[config.mk]
export PLATFORM = sky130hd
export DESIGN_NAME = branch_pc_unit
export DESIGN_NICKNAME = d
export VERILOG_FILES = /design/src/rtl/branch_pc_unit.sv
export SDC_FILE = /design/constraint.sdc
export NUM_CORES = 1
export LEC_CHECK = 0
export CAP_MARGIN = 20
export CORE_AREA = 3 3 226 228
export CTS_BUF_LIST = sky130_fd_sc_hd__clkbuf_8
export DETAILED_ROUTE_END_ITERATION = 8
export DIE_AREA = 0 0 229 231
export GPL_TIMING_DRIVEN = 0
export PLACE_DENSITY = 0.53
export SYNTH_ARGS = -nofsm -noshare
export SYNTH_HDL_FRONTEND = slang
export SYNTH_SLANG_ARGS = --single-unit
[constraint.sdc]
create_clock -name clk -period 3.2 [get_ports clk]
set_input_delay 0.64 -clock clk [delete_from_list [all_inputs] [get_ports clk]]
set_output_delay 0.64 -clock clk [all_outputs]
set_load 0.005 [all_outputs]
[src/rtl/branch_pc_unit.sv]
// branch_pc_unit: execute-stage branch resolution, fetch PC register,
// flush request, misaligned-target trap and branch statistics counters.
module branch_pc_unit #(
  parameter int              XLEN     = 64,
  parameter logic [XLEN-1:0] RESET_PC = 64'h0,
  parameter logic [XLEN-1:0] TRAP_VEC = 64'h100
) (
  input  logic            clk,
  input  logic            rst,
  input  logic            stall,
  input  logic            valid_ex,
  input  logic            branch,
  input  logic            jal,
  input  logic            jalr,
  input  logic [2:0]      funct3,
  input  logic [5:0]      flags,
  input  logic [XLEN-1:0] alu_result,
  input  logic [XLEN-1:0] ex_pc,
  input  logic [XLEN-1:0] imm,
  output logic [XLEN-1:0] pc,
  output logic [XLEN-1:0] link_addr,
  output logic            taken,
  output logic            flush,
  output logic            trap,
  output logic [31:0]     branch_count,
  output logic [31:0]     taken_count
);

  logic [XLEN-1:0] pc_q, pc_d, target;
  logic            trap_q, trap_d;
  logic [31:0]     bcnt_q, bcnt_d, tcnt_q, tcnt_d;
  logic            cond_sel, cond, go, misaligned, br_only;
  logic            unused_alu_lsb;

  // JALR clears bit 0 of the ALU sum, so that bit never reaches the target.
  assign unused_alu_lsb = alu_result[0];

  // Pick the ALU flag named by funct3; the two reserved encodings never branch.
  always_comb begin
    cond_sel = 1'b0;
    case (funct3)
      3'b000:  cond_sel = flags[0];
      3'b001:  cond_sel = flags[1];
      3'b100:  cond_sel = flags[2];
      3'b101:  cond_sel = flags[3];
      3'b110:  cond_sel = flags[4];
      3'b111:  cond_sel = flags[5];
      default: cond_sel = 1'b0;
    endcase
  end

  // Redirect decision; jalr outranks jal, which outranks a conditional branch.
  always_comb begin
    target     = jalr ? {alu_result[XLEN-1:1], 1'b0} : ex_pc + imm;
    cond       = jalr | jal | (branch & cond_sel);
    go         = valid_ex & ~stall & cond;
    misaligned = go & (target[1:0] != 2'b00);
    br_only    = valid_ex & ~stall & branch & ~jal & ~jalr;
  end

  assign taken     = go & ~misaligned;
  assign flush     = go;
  assign link_addr = ex_pc + XLEN'(4);

  // Next-state for PC, trap pulse and counters; stall freezes everything but trap.
  always_comb begin
    pc_d   = pc_q;
    trap_d = misaligned;
    bcnt_d = bcnt_q;
    tcnt_d = tcnt_q;
    if (!stall) begin
      if (misaligned)  pc_d = TRAP_VEC;
      else if (taken)  pc_d = target;
      else             pc_d = pc_q + XLEN'(4);
      // A trapping branch is not counted as resolved.
      if (br_only && !misaligned) bcnt_d = bcnt_q + 32'd1;
      if (taken)                  tcnt_d = tcnt_q + 32'd1;
    end
  end

  // State registers with synchronous reset taking priority over any redirect.
  always_ff @(posedge clk) begin
    if (rst) begin
      pc_q   <= RESET_PC;
      trap_q <= 1'b0;
      bcnt_q <= '0;
      tcnt_q <= '0;
    end else begin
      pc_q   <= pc_d;
      trap_q <= trap_d;
      bcnt_q <= bcnt_d;
      tcnt_q <= tcnt_d;
    end
  end

  assign pc           = pc_q;
  assign trap         = trap_q;
  assign branch_count = bcnt_q;
  assign taken_count  = tcnt_q;

endmodule

# Word level (Yosys, flattened, before mapping)
# Cells that the tools add are included.
# W data, S select, Z words.
# totals
in_bits,208
regBits,129
out_inout_bits,195
# op_classes
mux,4
reduce_logical,6
bitwise_logic,14
add_sub_neg,5
eq_ne,5
# ops
cell,n
$mux W64,3
$add A64 B3 Y64 const B,2
$add A32 B1 Y32 const B,2
$add A64 B64 Y64,1
$eq A3 B3 Y1 const B,4
$and A1 B1 Y1,8
$pmux W1 S6,1
$not A1 Y1,4
$reduce_and A2 Y1,2
$eq A3 B1 Y1 const B,1
$logic_not A3 Y1,1
$or A1 B1 Y1,2
$reduce_bool A2 Y1,1
$logic_and A1 B1 Y1,1
$logic_not A1 Y1,1

# Longest topological paths before layout
# Gate-level depths: netlist (run 1).
# depth
ltp_word,10
ltp_mapped,14
depth_no_buf,13

# Least setup slack after synthesis (run 1)
# No wires, ideal clock.
# synth_timing
path_type,input-to-output
startpoint,input port ex_pc[14]
endpoint,output port link_addr[60]
t_arrival_ps,2605
path_stages,10
slack_ps,-45
cell_sequence,and4_1 and3_1 and3_1 and3_1 nand3_1 or3_1 nor2_1 nand2_1 nor3_1 xor2_1
# synth_between
elab_chain_cells,1
# synth_rtl
element,line,text
start: declaration,18,"input logic [XLEN-1:0] ex_pc,"
$add A64 B3 Y64,63,assign link_addr = ex_pc + XLEN'(4);
end: declaration,21,"output logic [XLEN-1:0] link_addr,"
# No other way between the ends.

# Worst setup path after layout (run 1)
# layout_timing
startpoint,input port ex_pc[15]
endpoint,output port link_addr[54]
# The elaborated chain is that of the path after synthesis.

==> flow_summary_export.csv, run 1 <==
group,metric,value,unit
synthesis,synth_cell_types,77,
pwr,total_leakage_power,7.15,nW
sta,period_share,109,%
sta,setup_viol,13,
run_status,status,"complete, but fails checks",
finish,nets,2491,
run,max_cap_viol_count,0,
worst_hold_path,hold_depth,1,
grt,antenna_found_initial,2,
grt,grt.total_usage,22.6,%
route,wl_per_cell,21.7,um
finish,utilization,39.4,%
setup_path,end_kind,"primary output",
pwr,combPwrFrac,39.2,%
sta,fin_crit,3.49,ns
synthesis,synth_top_area_share,21.1,%
synthesis,seq_area_frac_synth,21.1,%
grt,grt.overflow.total,0,
route,drt_first_pass_iters,6,
sta,final_max_slew_viol_count,0,
sta,tightestPinTransition,1.01,ns
floorplanning,io-pin-count,403,
worst_hold_path,hold_start,"pc[0]",
finish,area_growth,57.6,%
sta,rsz0062_at_grt,"yes",
clocking,cts_tree,"done",
synthesis,ys_warn_count,0,
pwr,seqPwrFrac,31.1,%
route,postRouteWirelength,62.6,mm
sta,slew-limit-headroom,32.8,%
route,drc,0,
clocking,cts_buffer_depth,2,
sta,timing.fmax,0.286,GHz
setup_path,required,2.56,ns
setup_path,cp-startpoint,"ex_pc[15]",
finish,mostFrequentLayoutCell,"clkdlybuf4s50_1",
grt,grt_max_degree,17,
synthesis,async_flop_share,0,%
sta,fin_ws,-0.294,ns
clocking,clock_sinks,129,
synthesis,synth_ff_type,"dfxtp_1",
synthesis,syn_nets,2021,
pwr,internal_power,3.44,mW
place,place.gp.congestion,0.945,
pwr,switching_share,35.8,%
pwr,vdd_drop_max,234,uV
pwr,p_switching,1.92,mW
grt,grt_first_pass_wirelength,92.4,mm
worst_hold_path,hp-class,"flop to flop",
grt,grt_pass1_vias,14640,
pwr,p_total,5.36,mW
synthesis,syn_inst,1745,
floorplanning,core-area,0.0491,mm2
setup_path,ff2ff_path_depth,11,
floorplanning,die_area,0.0529,mm2
run_status,violations,"negative setup slack",
synthesis,synth_area_per_cell,7.03,um2
route,vias,15094,
floorplanning,die_y,231,um
synthesis,synth-edff-count,0,
synthesis,synthTopCellsByArea,"dfxtp_1 21%, nor2_1 6.9%, ha_1 6.8%, a21oi_1 6.6%, xor2_1 6.4%",
synthesis,syn-cell-area,0.0123,mm2
clocking,htreeDepth,4,
floorplanning,die_w,229,um
pwr,powerDensity,277,mW/mm2
clocking,root_buffer,"clkbuf_8",
sta,timing.final.hold_violations,0,
pwr,clkPwrFrac,29.7,%
clocking,cts_hold_buf,0,
route,ant_nets,0,
setup_path,crit_path_start_kind,"input pin",
route,drtIter0Drc,1199,
finish,drive_gt1_share,16.8,%
clocking,clkTransAtPathRegs,0.07,ns
route,viasPerCell,5.22,
setup_path,worstPathMaxFanout,5,
place,dp_hpwl,49.4,mm
floorplanning,num_rows,81,
synthesis,ys_seq_elements,129,
synthesis,synth_top_area_cell,"dfxtp_1",
finish,most-common-layout-cells,"298 x clkdlybuf4s50_1, 200 x nor2_1, 182 x nand2_1",
clocking,clk_latency,0.47,ns
sta,clock_skew,0.0166,ns
floorplanning,start_util,25.0,%
clocking,cts_buffers,17,
setup_path,crit_type,"input pin to primary output",
setup_path,rr_startpoint,"pc[11]",
place,io_buffers,398,
setup_path,worst_ep_arrival_time,2.85,ns
-- flip-flops by register name, summed over array words and instances, names as in the netlist --
signal	count
branch_count	32
pc	64
taken_count	32
trap	1
-- per-stage QoR --
stage          worst slack [ns]  TNS, ns  instances  area [um2]  hold WS [ns]
2_1_floorplan            0.0103        0       1745       12300         0.474
3_3_place_gp              -2.49  -179.49       2807       17100         0.482
3_5_place_dp              -2.53  -181.26       2808       17100         0.486
4_1_cts                  -0.369    -4.37       2880       18800         0.496
5_1_grt                  -0.374    -4.18       2893       19300         0.503
6_report                 -0.294    -2.24       2893       19300         0.495
-- power by group through the flow --
stage	clock, mW	combinational (mW)	sequential [mW]
2_1_floorplan	0	0.932	1.70
3_3_place_gp	0	1.80	1.70
3_5_place_dp	0	1.80	1.70
4_1_cts	1.62	2.00	1.67
5_1_grt	1.68	2.27	1.67
6_report	1.59	2.10	1.67
-- layer usage --
| metal | global-route usage, % | share of wire [%] | up-vias |
|---|---|---|---|
| li1 | - | - | 7254 |
| met1 | 29.4 | 44 | 7135 |
| met2 | 37.8 | 47 | 600 |
| met3 | 3.84 | 6.3 | 103 |
| met4 | 7.61 | 3.3 | 2 |
| met5 | 0 | 0.014 | - |
-- cells by family after synthesis --
| group | Yosys count | share of synthesized area, % |
|---|---|---|
| mux | 8 | 0.765 |
| simple gates | 750 | 29.6 |
| buf+inv | 119 | 3.82 |
| compound gates | 494 | 25.2 |
| fa+ha+maj | 68 | 7.00 |
| xor+xnor | 177 | 12.6 |
| flops | 129 | 21.1 |
-- final cells by class --
cell class / instances / area (um2)
Fill cell: 5180 / 29700
Multi-Input combinational cell: 1497 / 10400
Timing Repair Buffer: 466 / 4490
Sequential cell: 129 / 2590
Tap cell: 664 / 831
Buffer: 63 / 370
Clock buffer: 19 / 262
Inverter: 41 / 169
Clock inverter: 13 / 168
Antenna cell: 1 / 2.50
-- cells in the mapped netlist (all sizes together), types with 22 or more instances --
master	instances
nor2	230
nand2	194
a21oi	161
dfxtp	129
o21ai	118
xor2	89
xnor2	88
nand3	76
ha	67
clkbuf	63
nand4	56
nor3	45
inv	41
and3	37
a21o	36
a31oi	22
-- repair_timing --
action | CTS | global route
pin swaps | 75 | 53
setup buffers | 52 | 16
setup endpoints to repair | 161 | 98
gates cloned | 0 | 0
gates resized for setup | 403 | 149
-- path summary, 6_finish.rpt --
path | end | slack (ns)
max | link_addr[54] | -0.29
min | pc[0] | 0.49
max reg2reg | pc[45] | 0.23
min reg2reg | pc[0] | 0.49
-- critical path, cell delays in order --
cell and delay, ns:
buf_8 0.07, and4_4 0.22, and3_4 0.19, and3_4 0.19, and3_4 0.27, nand3_4 0.10
or3_4 0.40, nor2_4 0.12, buf_12 0.12, nand2_8 0.07, buf_4 0.17, xnor2_2 0.14
buf_2 0.14
(Power assumes the default switching activity.)
==> run 2: changes to the inputs <==
Settings changed: CORE_AREA 3 3 226 228 to 3 3 171 173, DIE_AREA 0 0 229 231 to 0 0 174 176, PLACE_DENSITY 0.53 to 0.83.
==> flow_summary_export.csv, run 2 (same netlist as run 1, synthesis figures left out) <==
group,metric,value,unit
finish,n_antenna_cell,0,
route,postRouteWirelength,57.3,mm
setup_path,worstPathMaxFanout,6,
setup_path,r2r_end,"pc[45]",
clocking,cts_tree,"done",
finish,nets,2511,
run_status,violations,"negative setup slack",
route,drt_first_pass_iters,6,
setup_path,r2r_slack,0.18,ns
sta,fin_ws,-0.278,ns
clocking,htreeDepth,4,
sta,fin_crit,3.48,ns
pwr,combPwrFrac,39.2,%
finish,fillers,2320,
finish,drive_gt1_share,18.1,%
route,vias,15976,
setup_path,worstPathCellList,"clkdlybuf4s15_2, and3_4, and3_4, and3_4, nand3_4, or3_4, nor2_4, buf_6, nand2_8, nor3_4, xor2_2, buf_2",
sta,slew-limit-headroom,44.3,%
setup_path,crit_path_top_delay_cell,"or3_4",
setup_path,critical_path_cell_count,12,
pwr,seqPwrFrac,31.8,%
setup_path,critPathMostFrequentCell,"and3_4",
finish,largest_reg_flops,64,
sta,timing.final.hold_violations,0,
grt,grt.total_usage,34.9,%
pwr,switching_share,37.6,%
floorplanning,num_rows,61,
floorplanning,die_w,174,um
run_status,status,"complete, but fails checks",
pwr,internal_power,3.28,mW
finish,area_growth,54.2,%
setup_path,crit_buf_inv,3,
grt,grt_max_degree,17,
place,dp_hpwl,43.6,mm
setup_path,rr_startpoint,"pc[17]",
clocking,root_buffer,"clkbuf_8",
sta,setup_viol,20,
sta,tightestPinTransition,0.835,ns
sta,period_share,109,%
grt,grt_pass1_vias,14927,
place,io_buffers,398,
sta,final_max_slew_viol_count,0,
sta,timing.fmax,0.287,GHz
pwr,vdd_drop_max,227,uV
clocking,clock_sinks,129,
route,ant_nets,0,
floorplanning,io-pin-count,403,
setup_path,cp-startpoint,"ex_pc[22]",
clocking,clkTransAtPathRegs,0.09,ns
sta,holdWs,0.496,ns
grt,grt.overflow.total,0,
place,place.gp.congestion,0.966,
setup_path,end_kind,"primary output",
setup_path,required,2.56,ns
sta,clock_skew,0.0157,ns
grt,grt_first_pass_wirelength,85.2,mm
pwr,clkPwrFrac,29.0,%
floorplanning,core-area,0.0278,mm2
setup_path,worst_ep_arrival_time,2.84,ns
clocking,cts_buffers,17,
sta,fin_setup_tns,-2.66,ns
setup_path,ff2ff_path_depth,11,
floorplanning,start_util,44.1,%
clocking,cts_buffer_depth,2,
worst_hold_path,hp-class,"flop to flop",
pwr,powerDensity,277,mW/mm2
clocking,clk_latency,0.47,ns
run,max_cap_viol_count,0,
finish,most-common-layout-cells,"297 x clkdlybuf4s50_1, 203 x nor2_1, 180 x nand2_1",
setup_path,cp_slowest_stage_delay,0.39,ns
pwr,p_total,5.25,mW
sta,rsz0062_at_grt,"yes",
route,wl_per_cell,21.8,um
setup_path,crit_end,"link_addr[60]",
route,viasPerCell,6.08,
pwr,p_switching,1.97,mW
setup_path,crit_path_start_kind,"input pin",
setup_path,crit_type,"input pin to primary output",
setup_path,critPathTopFamily,"simple AND/OR/NAND/NOR gates",
route,drc,0,
finish,mostFrequentLayoutCell,"clkdlybuf4s50_1",
floorplanning,die_area,0.0306,mm2
route,drtIter0Drc,1591,
pwr,total_leakage_power,7.14,nW
grt,antenna_found_initial,0,
floorplanning,die_y,176,um
-- run 2: what timing repair did --
| action | 4_1_cts | 5_1_grt |
|---|---|---|
| gates resized for setup | 397 | 181 |
| hold buffers | 0 | 0 |
| setup buffers | 63 | 26 |
| setup endpoints to repair | 157 | 84 |
| pin swaps | 61 | 65 |
-- run 2: how the worst min path moves through the flow --
stage | start | endpoint | cells after the start
after floorplan | pc[0] | pc[0] | 1
after global placement | taken_count[7] | taken_count[7] | 2
after detailed placement | taken_count[24] | taken_count[24] | 2
after CTS | pc[1] | pc[1] | 1
after global routing | pc[1] | pc[1] | 1
final | pc[1] | pc[1] | 1
-- run 2: final cells by class --
class,instances,area [um2],share of cell area [%]
clock buffers,17,234,1.24
repair buffers,487,4540,24.0
well taps,378,473,2.50
plain buffers,62,343,1.81
clock inverters,15,186,0.985
multi-input cells,1497,10400,54.9
flip-flops and latches,129,2590,13.7
inverters,41,173,0.913
-- run 2: power groups by stage --
stage | sequential (mW) | clock [mW] | combinational, mW
detailed placement | 1.70 | 0 | 1.74
global placement | 1.70 | 0 | 1.74
finish | 1.67 | 1.52 | 2.06
global route | 1.67 | 1.60 | 2.18
CTS | 1.66 | 1.53 | 1.86
floorplan | 1.70 | 0 | 0.932
-- run 2: metrics by stage --
step / util (%) / setup slack [ns] / instance area (um2) / std cells
2_1_floorplan: - / 0.0103 / 12300 / 1745
3_3_place_gp: 60.2 / -2.14 / 16700 / 2521
3_5_place_dp: 60.2 / -2.13 / 16700 / 2522
4_1_cts: 65.8 / -0.334 / 18300 / 2607
5_1_grt: 68.1 / -0.337 / 18900 / 2626
6_report: 68.1 / -0.278 / 18900 / 2626
-- run 2: worst register-to-register path, stage by stage, from the launching register on --
cell and delay (ns):
dfxtp_1 0.43, and4_2 0.32, nand3_1 0.20, nor4_4 0.36
and2_1 0.17, buf_4 0.16, nand2_2 0.14, or3_1 0.41
or3_1 0.34, a21oi_1 0.16, a21oi_1 0.06, a211oi_1 0.21
-- run 2: layer usage --
layer / vias to the layer above / share of wire, % / global-route usage [%]
met2: 993 / 47 / 58.1
li1: 7316 / - / -
met1: 7497 / 39 / 44.3
met5: - / 0 / 0
met3: 170 / 9.4 / 6.39
met4: 0 / 4.7 / 15.2
